### config.mk
export PLATFORM = sky130hd
export DESIGN_NAME = dbg_uart_loader
export DESIGN_NICKNAME = d
export VERILOG_FILES = /design/src/rtl/dbg_uart_loader.sv
export SDC_FILE = /design/constraint.sdc
export NUM_CORES = 1
export LEC_CHECK = 0
export ABC_AREA = 0
export BUFFER_PORTS_ARGS = -buffer_cell sky130_fd_sc_hd__buf_2
export CAP_MARGIN = 20
export CORE_ASPECT_RATIO = 1.5
export CORE_UTILIZATION = 56
export DETAILED_ROUTE_END_ITERATION = 6
export PLACE_DENSITY = 0.79
export SYNTH_ARGS = -nofsm -noshare
export SYNTH_HDL_FRONTEND = slang
export SYNTH_SLANG_ARGS = --single-unit
### constraint.sdc
create_clock -name CLK -period 2.85 [get_ports CLK]
set_input_delay 0.1425 -clock CLK [delete_from_list [all_inputs] [get_ports CLK]]
set_output_delay 0.1425 -clock CLK [all_outputs]
set_load 0.1 [all_outputs]
### src/rtl/dbg_uart_loader.sv
// Debug UART loader: turns a small byte-oriented command protocol into
// 32-bit debug memory accesses and controls the CPU reset line.
//   'W' addr[4] data[4] -> word write, replies 'K'
//   'R' addr[4]         -> word read, replies 4 data bytes LSB first
//   'G' / 'H'           -> release / hold the CPU in reset
module dbg_uart_loader #(
    parameter int HOLD_AT_RESET  = 1,
    parameter int TIMEOUT_CYCLES = 100000
) (
    input  logic        CLK,
    input  logic        RESET,
    input  logic [7:0]  rx_data,
    input  logic        rx_valid,
    output logic [7:0]  tx_data,
    output logic        tx_valid,
    input  logic        tx_ready,
    output logic        cpu_n_reset,
    output logic        dbg_mem_op,
    output logic [3:0]  dbg_wren,
    output logic [31:0] dbg_adr,
    output logic [31:0] dbg_do,
    input  logic [31:0] dbg_di
);

    typedef enum logic [2:0] {
        IDLE,
        ADDR,
        DATA,
        WRITE,
        READ1,
        READ2,
        SEND
    } state_t;

    localparam logic [31:0] TIMER_LIMIT = 32'(TIMEOUT_CYCLES - 1);

    state_t      state;
    logic [1:0]  byte_cnt;
    logic        is_write;
    logic [31:0] timer;
    logic [23:0] tx_buf;
    logic [1:0]  tx_left;

    // Command parser, memory sequencer and reply sender in one registered FSM.
    always_ff @(posedge CLK or negedge RESET) begin
        if (!RESET) begin
            state       <= IDLE;
            byte_cnt    <= 2'd0;
            is_write    <= 1'b0;
            timer       <= 32'd0;
            tx_buf      <= 24'd0;
            tx_left     <= 2'd0;
            tx_data     <= 8'd0;
            tx_valid    <= 1'b0;
            cpu_n_reset <= (HOLD_AT_RESET == 0);
            dbg_mem_op  <= 1'b0;
            dbg_wren    <= 4'd0;
            dbg_adr     <= 32'd0;
            dbg_do      <= 32'd0;
        end else begin
            case (state)
                IDLE: begin
                    if (rx_valid) begin
                        case (rx_data)
                            8'h57, 8'h52: begin
                                is_write <= (rx_data == 8'h57);
                                byte_cnt <= 2'd0;
                                timer    <= 32'd0;
                                state    <= ADDR;
                            end
                            8'h47:   cpu_n_reset <= 1'b1;
                            8'h48:   cpu_n_reset <= 1'b0;
                            default: ;
                        endcase
                    end
                end
                ADDR: begin
                    if (rx_valid) begin
                        timer                            <= 32'd0;
                        dbg_adr[{byte_cnt, 3'b000} +: 8] <= rx_data;
                        byte_cnt                         <= byte_cnt + 2'd1;
                        if (byte_cnt == 2'd3) begin
                            if (is_write) begin
                                state <= DATA;
                            end else begin
                                state      <= READ1;
                                dbg_mem_op <= 1'b1;
                                dbg_wren   <= 4'h0;
                            end
                        end
                    end else if (timer == TIMER_LIMIT) begin
                        timer <= 32'd0;
                        state <= IDLE;
                    end else begin
                        timer <= timer + 32'd1;
                    end
                end
                DATA: begin
                    if (rx_valid) begin
                        timer                           <= 32'd0;
                        dbg_do[{byte_cnt, 3'b000} +: 8] <= rx_data;
                        byte_cnt                        <= byte_cnt + 2'd1;
                        if (byte_cnt == 2'd3) begin
                            state      <= WRITE;
                            dbg_mem_op <= 1'b1;
                            dbg_wren   <= 4'hF;
                        end
                    end else if (timer == TIMER_LIMIT) begin
                        timer <= 32'd0;
                        state <= IDLE;
                    end else begin
                        timer <= timer + 32'd1;
                    end
                end
                WRITE: begin
                    dbg_mem_op <= 1'b0;
                    dbg_wren   <= 4'h0;
                    tx_data    <= 8'h4B;
                    tx_valid   <= 1'b1;
                    tx_left    <= 2'd0;
                    state      <= SEND;
                end
                READ1: begin
                    state <= READ2;
                end
                READ2: begin
                    dbg_mem_op <= 1'b0;
                    tx_data    <= dbg_di[7:0];
                    tx_buf     <= dbg_di[31:8];
                    tx_left    <= 2'd3;
                    tx_valid   <= 1'b1;
                    state      <= SEND;
                end
                SEND: begin
                    if (tx_ready) begin
                        if (tx_left == 2'd0) begin
                            tx_valid <= 1'b0;
                            state    <= IDLE;
                        end else begin
                            tx_data <= tx_buf[7:0];
                            tx_buf  <= {8'h00, tx_buf[23:8]};
                            tx_left <= tx_left - 2'd1;
                        end
                    end
                end
                default: state <= IDLE;
            endcase
        end
    end

endmodule

==> impl_metrics.json, run 1 <==
{
  "min_path_type": "in2reg",
  "cts-htree-levels": 4,
  "synth_compound_area_share_pct": 18.4,
  "power_leakage_nw": 3.67,
  "clkTransAtPathRegs_ns": 0.06,
  "grt_pass1_vias": 5707,
  "cts_made_buffers": 17,
  "timing.final.crit_share_pct": 86.9,
  "fillers": 859,
  "num_rows": 48,
  "root_buffer": "clkbuf_16",
  "status": "finished clean",
  "grt_pass1_wl_mm": 27.4,
  "slew_headroom_pct": 33.3,
  "remaining_drc_errors": 0,
  "ys_seq_elements": 140,
  "synth_cells": 701,
  "fin_setup_tns_ns": 0,
  "vias": 5927,
  "grt_usage_pct": 28.4,
  "initial_core_util_pct": 57.1,
  "power.total_mw": 10.0,
  "multiInputGateArea_sq_um": 2820,
  "fmax_mhz": 404,
  "antennaDiodeCount": 0,
  "first_iter_violations": 391,
  "synth_edf_count": 0,
  "ys_dominant_reg_cell": "dfrtp_1",
  "finalSetupViolCount": 0,
  "dp.cells": 947,
  "hold_viol": 0,
  "finalWeightedCongestion": 0.901,
  "post-cts-setup-buffer-count": 0,
  "seq_area_frac_synth_pct": 53.5,
  "maxCapViolations": 0,
  "async_flop_share_pct": 100,
  "die_h_um": 134,
  "clk_latency_ns": 0.42,
  "finalWirelength_mm": 16.8,
  "syn_area_per_cell_sq_um": 9.34,
  "die_area_sq_um": 12100,
  "cts_tree": "built",
  "ioPinCount": 123,
  "synth_top_family_by_area": "simple AND/OR/NAND/NOR gates",
  "ctsResizeCount": 0,
  "critPathArrivalTime_ns": 2.75,
  "dr.pass1.iters": 5,
  "clock_sinks": 140,
  "nets": 891,
  "fp.dieW_um": 90.3,
  "antenna_found_initial": 0,
  "core_sq_um": 11500,
  "rsz0062_at_grt": "false",
  "syn_area_sq_um": 6550,
  "grt_max_degree": 67,
  "viasPerCell": 5.91,
  "pwr_density_cell_nw_per_um2": 1240,
  "area_growth_pct": 23.3,
  "ys_types": 64,
  "fin_util_pct": 70.4,
  "regArea_sq_um": 3500,
  "drv_slew": 0,
  "skew_ns": 0.0100,
  "dp_hpwl_mm": 11.5,
  "critPathKind": "reg2reg",
  "synth_warnings": 0,
  "ir_drop_mv": 1.23,
  "crit_fanout": 16,
  "start_kind": "flop",
  "crit_path_end_kind": "flop",
  "synth_mux_area_share_pct": 0.478,
  "final_cells": 1003,
  "critPathRequiredTime_ns": 3.12,
  "globalRouteOverflowTotal": 0,
  "drive_gt1_share_pct": 22.4,
  "synth_nets": 752,
  "synthXorXnorAreaFrac_pct": 0.401,
  "clock_path_buffers": 2,
  "synth-simple-area-share_pct": 22.4,
  "tightest_slew_ns": 1.00,
  "io_buffers": 122,
  "min_period_ns": 2.48,
  "wl_per_cell_um": 16.8,
  "synthAdderAreaFrac_pct": 1.34,
  "ant_nets": 0
}
## metrics by stage
| step | worst slack, ns | cell area [sq um] | hold slack (ns) |
|---|---|---|---|
| global placement | 0.444 | 7270 | 0.165 |
| detailed placement | 0.387 | 7270 | 0.176 |
| global route | 0.233 | 8080 | 0.0235 |
| floorplan | 0.835 | 6550 | -0.153 |
| finish | 0.373 | 8080 | 0.00883 |
| CTS | 0.374 | 8070 | 0.00240 |
## Yosys cell counts (7+ instances only)
cell type	n	area share [%]
nand2_1	162	9.3
dfrtp_1	140	53
o21ai_0	80	6.1
nor2_1	44	2.5
a31oi_1	28	2.7
nand3_1	24	1.8
clkbuf_1	23	1.3
a21oi_1	13	0.99
inv_1	13	0.75
a22o_1	11	1.5
o31ai_1	11	1.3
a21oi_2	10	1.3
nor4_1	10	0.96
or4_1	9	1.0
nand4_1	8	0.76
nor3_1	8	0.61
ha_1	7	1.3
or3_1	7	0.67
## where the power goes
| group | switching, mW | internal (mW) | total, mW | leakage (nW) |
|---|---|---|---|---|
| Combinational | 4.03 | 0.955 | 4.98 | 1.58 |
| Sequential | 0.378 | 2.54 | 2.92 | 1.84 |
| Clock | 0.892 | 1.22 | 2.11 | 0.258 |
| Total | 5.30 | 4.71 | 10.0 | 3.67 |
## state kept, by name, summed over array words and instances (netlist names)
register,cells
byte_cnt,2
cpu_n_reset,1
dbg_adr,32
dbg_do,32
dbg_mem_op,1
dbg_wren,1
is_write,1
state,3
timer,32
tx_buf,24
tx_data,8
tx_left,2
tx_valid,1
## layout by cell type (no fill, tap or decap), drive strengths merged, types with 7 or more instances in the layout
cell	Yosys	layout
dfrtp	140	140
o21ai	81	81
nor3	10	10
or4	10	10
buf	15	135
ha	7	7
dlygate4sd3	0	24
nand2	162	162
nand3	25	25
nor4	11	11
inv	13	19
or3	7	7
o31ai	12	12
nand4	8	8
a31oi	28	28
nor2	47	47
clkbuf	24	18
a22o	11	11
a21oi	24	24
## worst max-delay path, stage by stage (launching register included)
cell and delay (ns):
dfrtp_1 0.43, or4_4 0.58, nor4_4 0.36, a21oi_2 0.27, a21oi_4 0.56, nor3_1 0.13
## kinds of logic after synthesis
kind of cell | after synthesis
buf+inv | 52
fa+ha+maj | 7
mux | 3
compound gates | 187
simple gates | 309
xor+xnor | 3
flops | 140
## final timing paths
path | from | to | slack, ns | depth (start not counted)
max | timer[6]$_DFFE_PN0P_ | timer[29]$_DFFE_PN0P_ | 0.37 | 5
min | dbg_di[3] | tx_data[3]$_DFFE_PN0P_ | 0.009 | 3
max reg2reg | timer[6]$_DFFE_PN0P_ | timer[29]$_DFFE_PN0P_ | 0.37 | 5
min reg2reg | dbg_adr[16]$_DFFE_PN0P_ | dbg_adr[16]$_DFFE_PN0P_ | 0.48 | 2
max in group asynchronous | RESET | dbg_adr[7]$_DFFE_PN0P_ | 1.74 | 3
min in group asynchronous | RESET | timer[25]$_DFFE_PN0P_ | 0.29 | 2
## area by class of cell
class	instances	area share, %
sequential	140	43.4
multi-input combinational	509	34.9
timing repair buffer	159	11.8
clock buffer	18	5.31
tap	150	2.32
clock inverter	14	1.67
inverter	13	0.604
## routing by layer
layer	global-route usage [%]	wire, um
met1	34.3	6560
met3	5.35	940
met2	50.0	8880
met4	11.6	425
met5	0	0
## what timing repair did
action / in CTS / in global routing
endpoints found under the setup margin: 0 / 0
endpoints found under the hold margin: 85 / 1
hold buffers: 23 / 1
Note: power is estimated with default switching activity, not from simulation.
==> run 2, diff against run 1 <==
Settings changed: CELL_PAD_IN_SITES_DETAIL_PLACEMENT from default to 0, CELL_PAD_IN_SITES_GLOBAL_PLACEMENT from default to 2, CORE_MARGIN from default to 4, CORE_UTILIZATION 56 to 34.
==> run 2 against run 1 <==
Sequential share of layout area shrank 0.64 points. Critical path type unchanged. Worst hold slack better by 0.014 ns. Largest cell class unchanged. Die area up 78%. Clock skew grew 0.0033 ns. Routed wire length is 8.2% higher.
==> impl_metrics.json, run 2 (same netlist as run 1, synthesis figures left out) <==
{
  "nets": 892,
  "die_area_sq_um": 21600,
  "crit_path_end_kind": "flop",
  "finalSetupViolCount": 0,
  "pwr_density_cell_nw_per_um2": 1210,
  "clkTransAtPathRegs_ns": 0.06,
  "finalWeightedCongestion": 0.816,
  "finalWirelength_mm": 18.2,
  "ioPinCount": 123,
  "power_leakage_nw": 3.68,
  "grt_usage_pct": 17.4,
  "fin_setup_tns_ns": 0,
  "root_buffer": "clkbuf_16",
  "dp.cells": 1049,
  "io_buffers": 122,
  "skew_ns": 0.0134,
  "grt_pass1_wl_mm": 29.8,
  "dr.pass1.iters": 5,
  "grt_max_degree": 108,
  "critPathRequiredTime_ns": 3.19,
  "r2r_cells": 6,
  "clk_latency_ns": 0.42,
  "min_period_ns": 2.40,
  "maxCapViolations": 0,
  "final_cells": 1106,
  "ir_drop_mv": 0.832,
  "layout_commonest_cell": "nand2_1",
  "initial_core_util_pct": 34.9,
  "ctsResizeCount": 0,
  "globalRouteOverflowTotal": 0,
  "status": "finished clean",
  "cts_hold_buf": 25,
  "hold_viol": 0,
  "critPathKind": "reg2reg",
  "start_kind": "flop",
  "cts_tree": "built",
  "post-cts-setup-buffer-count": 0,
  "fp.dieW_um": 121,
  "num_rows": 61,
  "holdPathStages": 3,
  "fmax_mhz": 416,
  "first_iter_violations": 338,
  "antenna_found_initial": 0,
  "vias": 5770,
  "remaining_drc_errors": 0,
  "reg_top3": "dbg_adr x32, dbg_do x32, timer x32",
  "die_h_um": 178,
  "drv_slew": 0,
  "cts_made_buffers": 17,
  "antennaDiodeCount": 0,
  "clock_path_buffers": 2,
  "cts-htree-levels": 4,
  "critPathArrivalTime_ns": 2.74,
  "core_sq_um": 18800,
  "tightest_slew_ns": 1.05,
  "slew_headroom_pct": 29.8,
  "viasPerCell": 5.22,
  "clock_sinks": 140,
  "ant_nets": 0,
  "timing.final.crit_share_pct": 84.3,
  "most-common-layout-cells": "nand2_1 (162), dfrtp_1 (140), buf_2 (121)",
  "min_path_type": "in2reg",
  "area_growth_pct": 25.2,
  "rsz0062_at_grt": "false",
  "wl_per_cell_um": 16.4,
  "grt_pass1_vias": 5942,
  "crit_fanout": 16,
  "drive_gt1_share_pct": 22.4,
  "dp_hpwl_mm": 13.0
}
## run 2: metal layers
metal | vias up | wire, um | track usage [%]
li1 | 2773 | - | -
met1 | 2808 | 7340 | 20.1
met2 | 158 | 9610 | 30.7
met3 | 31 | 766 | 4.00
met4 | 0 | 475 | 6.96
met5 | - | 0 | 0
## run 2: area by class of cell
class	count	area, sq um
Clock inverter	12	90.1
Clock buffer	20	457
Inverter	13	48.8
Timing Repair Buffer	160	965
Fill cell	1924	10600
Multi-Input combinational cell	509	2820
Tap cell	252	315
Sequential cell	140	3500
## run 2: path summary, 6_finish.rpt
path,to,startpoint,slack [ns]
setup / recovery,timer[24]$_DFFE_PN0P_,timer[0]$_DFFE_PN0P_,0.45
hold / removal,tx_data[3]$_DFFE_PN0P_,dbg_di[3],0.02
setup reg to reg,timer[24]$_DFFE_PN0P_,timer[0]$_DFFE_PN0P_,0.45
hold reg to reg,dbg_adr[2]$_DFFE_PN0P_,dbg_adr[2]$_DFFE_PN0P_,0.48
max in group asynchronous,dbg_do[18]$_DFFE_PN0P_,RESET,1.57
min in group asynchronous,timer[24]$_DFFE_PN0P_,RESET,0.45
## run 2: stage by stage
stage / utilization (%) / setup WS (ns) / total power [mW] / instance area (sq um) / hold WS, ns
CTS: 43.7 / 0.426 / 10.0 / 8200 / 0.00581
global route: 43.7 / 0.282 / 10.5 / 8200 / 0.000539
finish: 43.7 / 0.448 / 9.94 / 8200 / 0.0225
floorplan: - / 0.835 / 6.94 / 6550 / -0.153
detailed placement: 39.4 / 0.446 / 7.94 / 7400 / 0.358
global placement: 39.4 / 0.535 / 7.88 / 7400 / 0.347
## run 2: power breakdown
group / internal (mW) / switching (mW)
logic: 0.953 / 4.04
registers: 2.54 / 0.374
clock network: 1.17 / 0.864
total: 4.66 / 5.28
## run 2: worst max-delay path: stages, from the launching register on
cell     delay, ns
dfrtp_1       0.39
ha_1          0.23
nand4_1       0.26
nor3_2        0.38
nand3_2       0.30
or4_1         0.62
a21oi_2       0.15
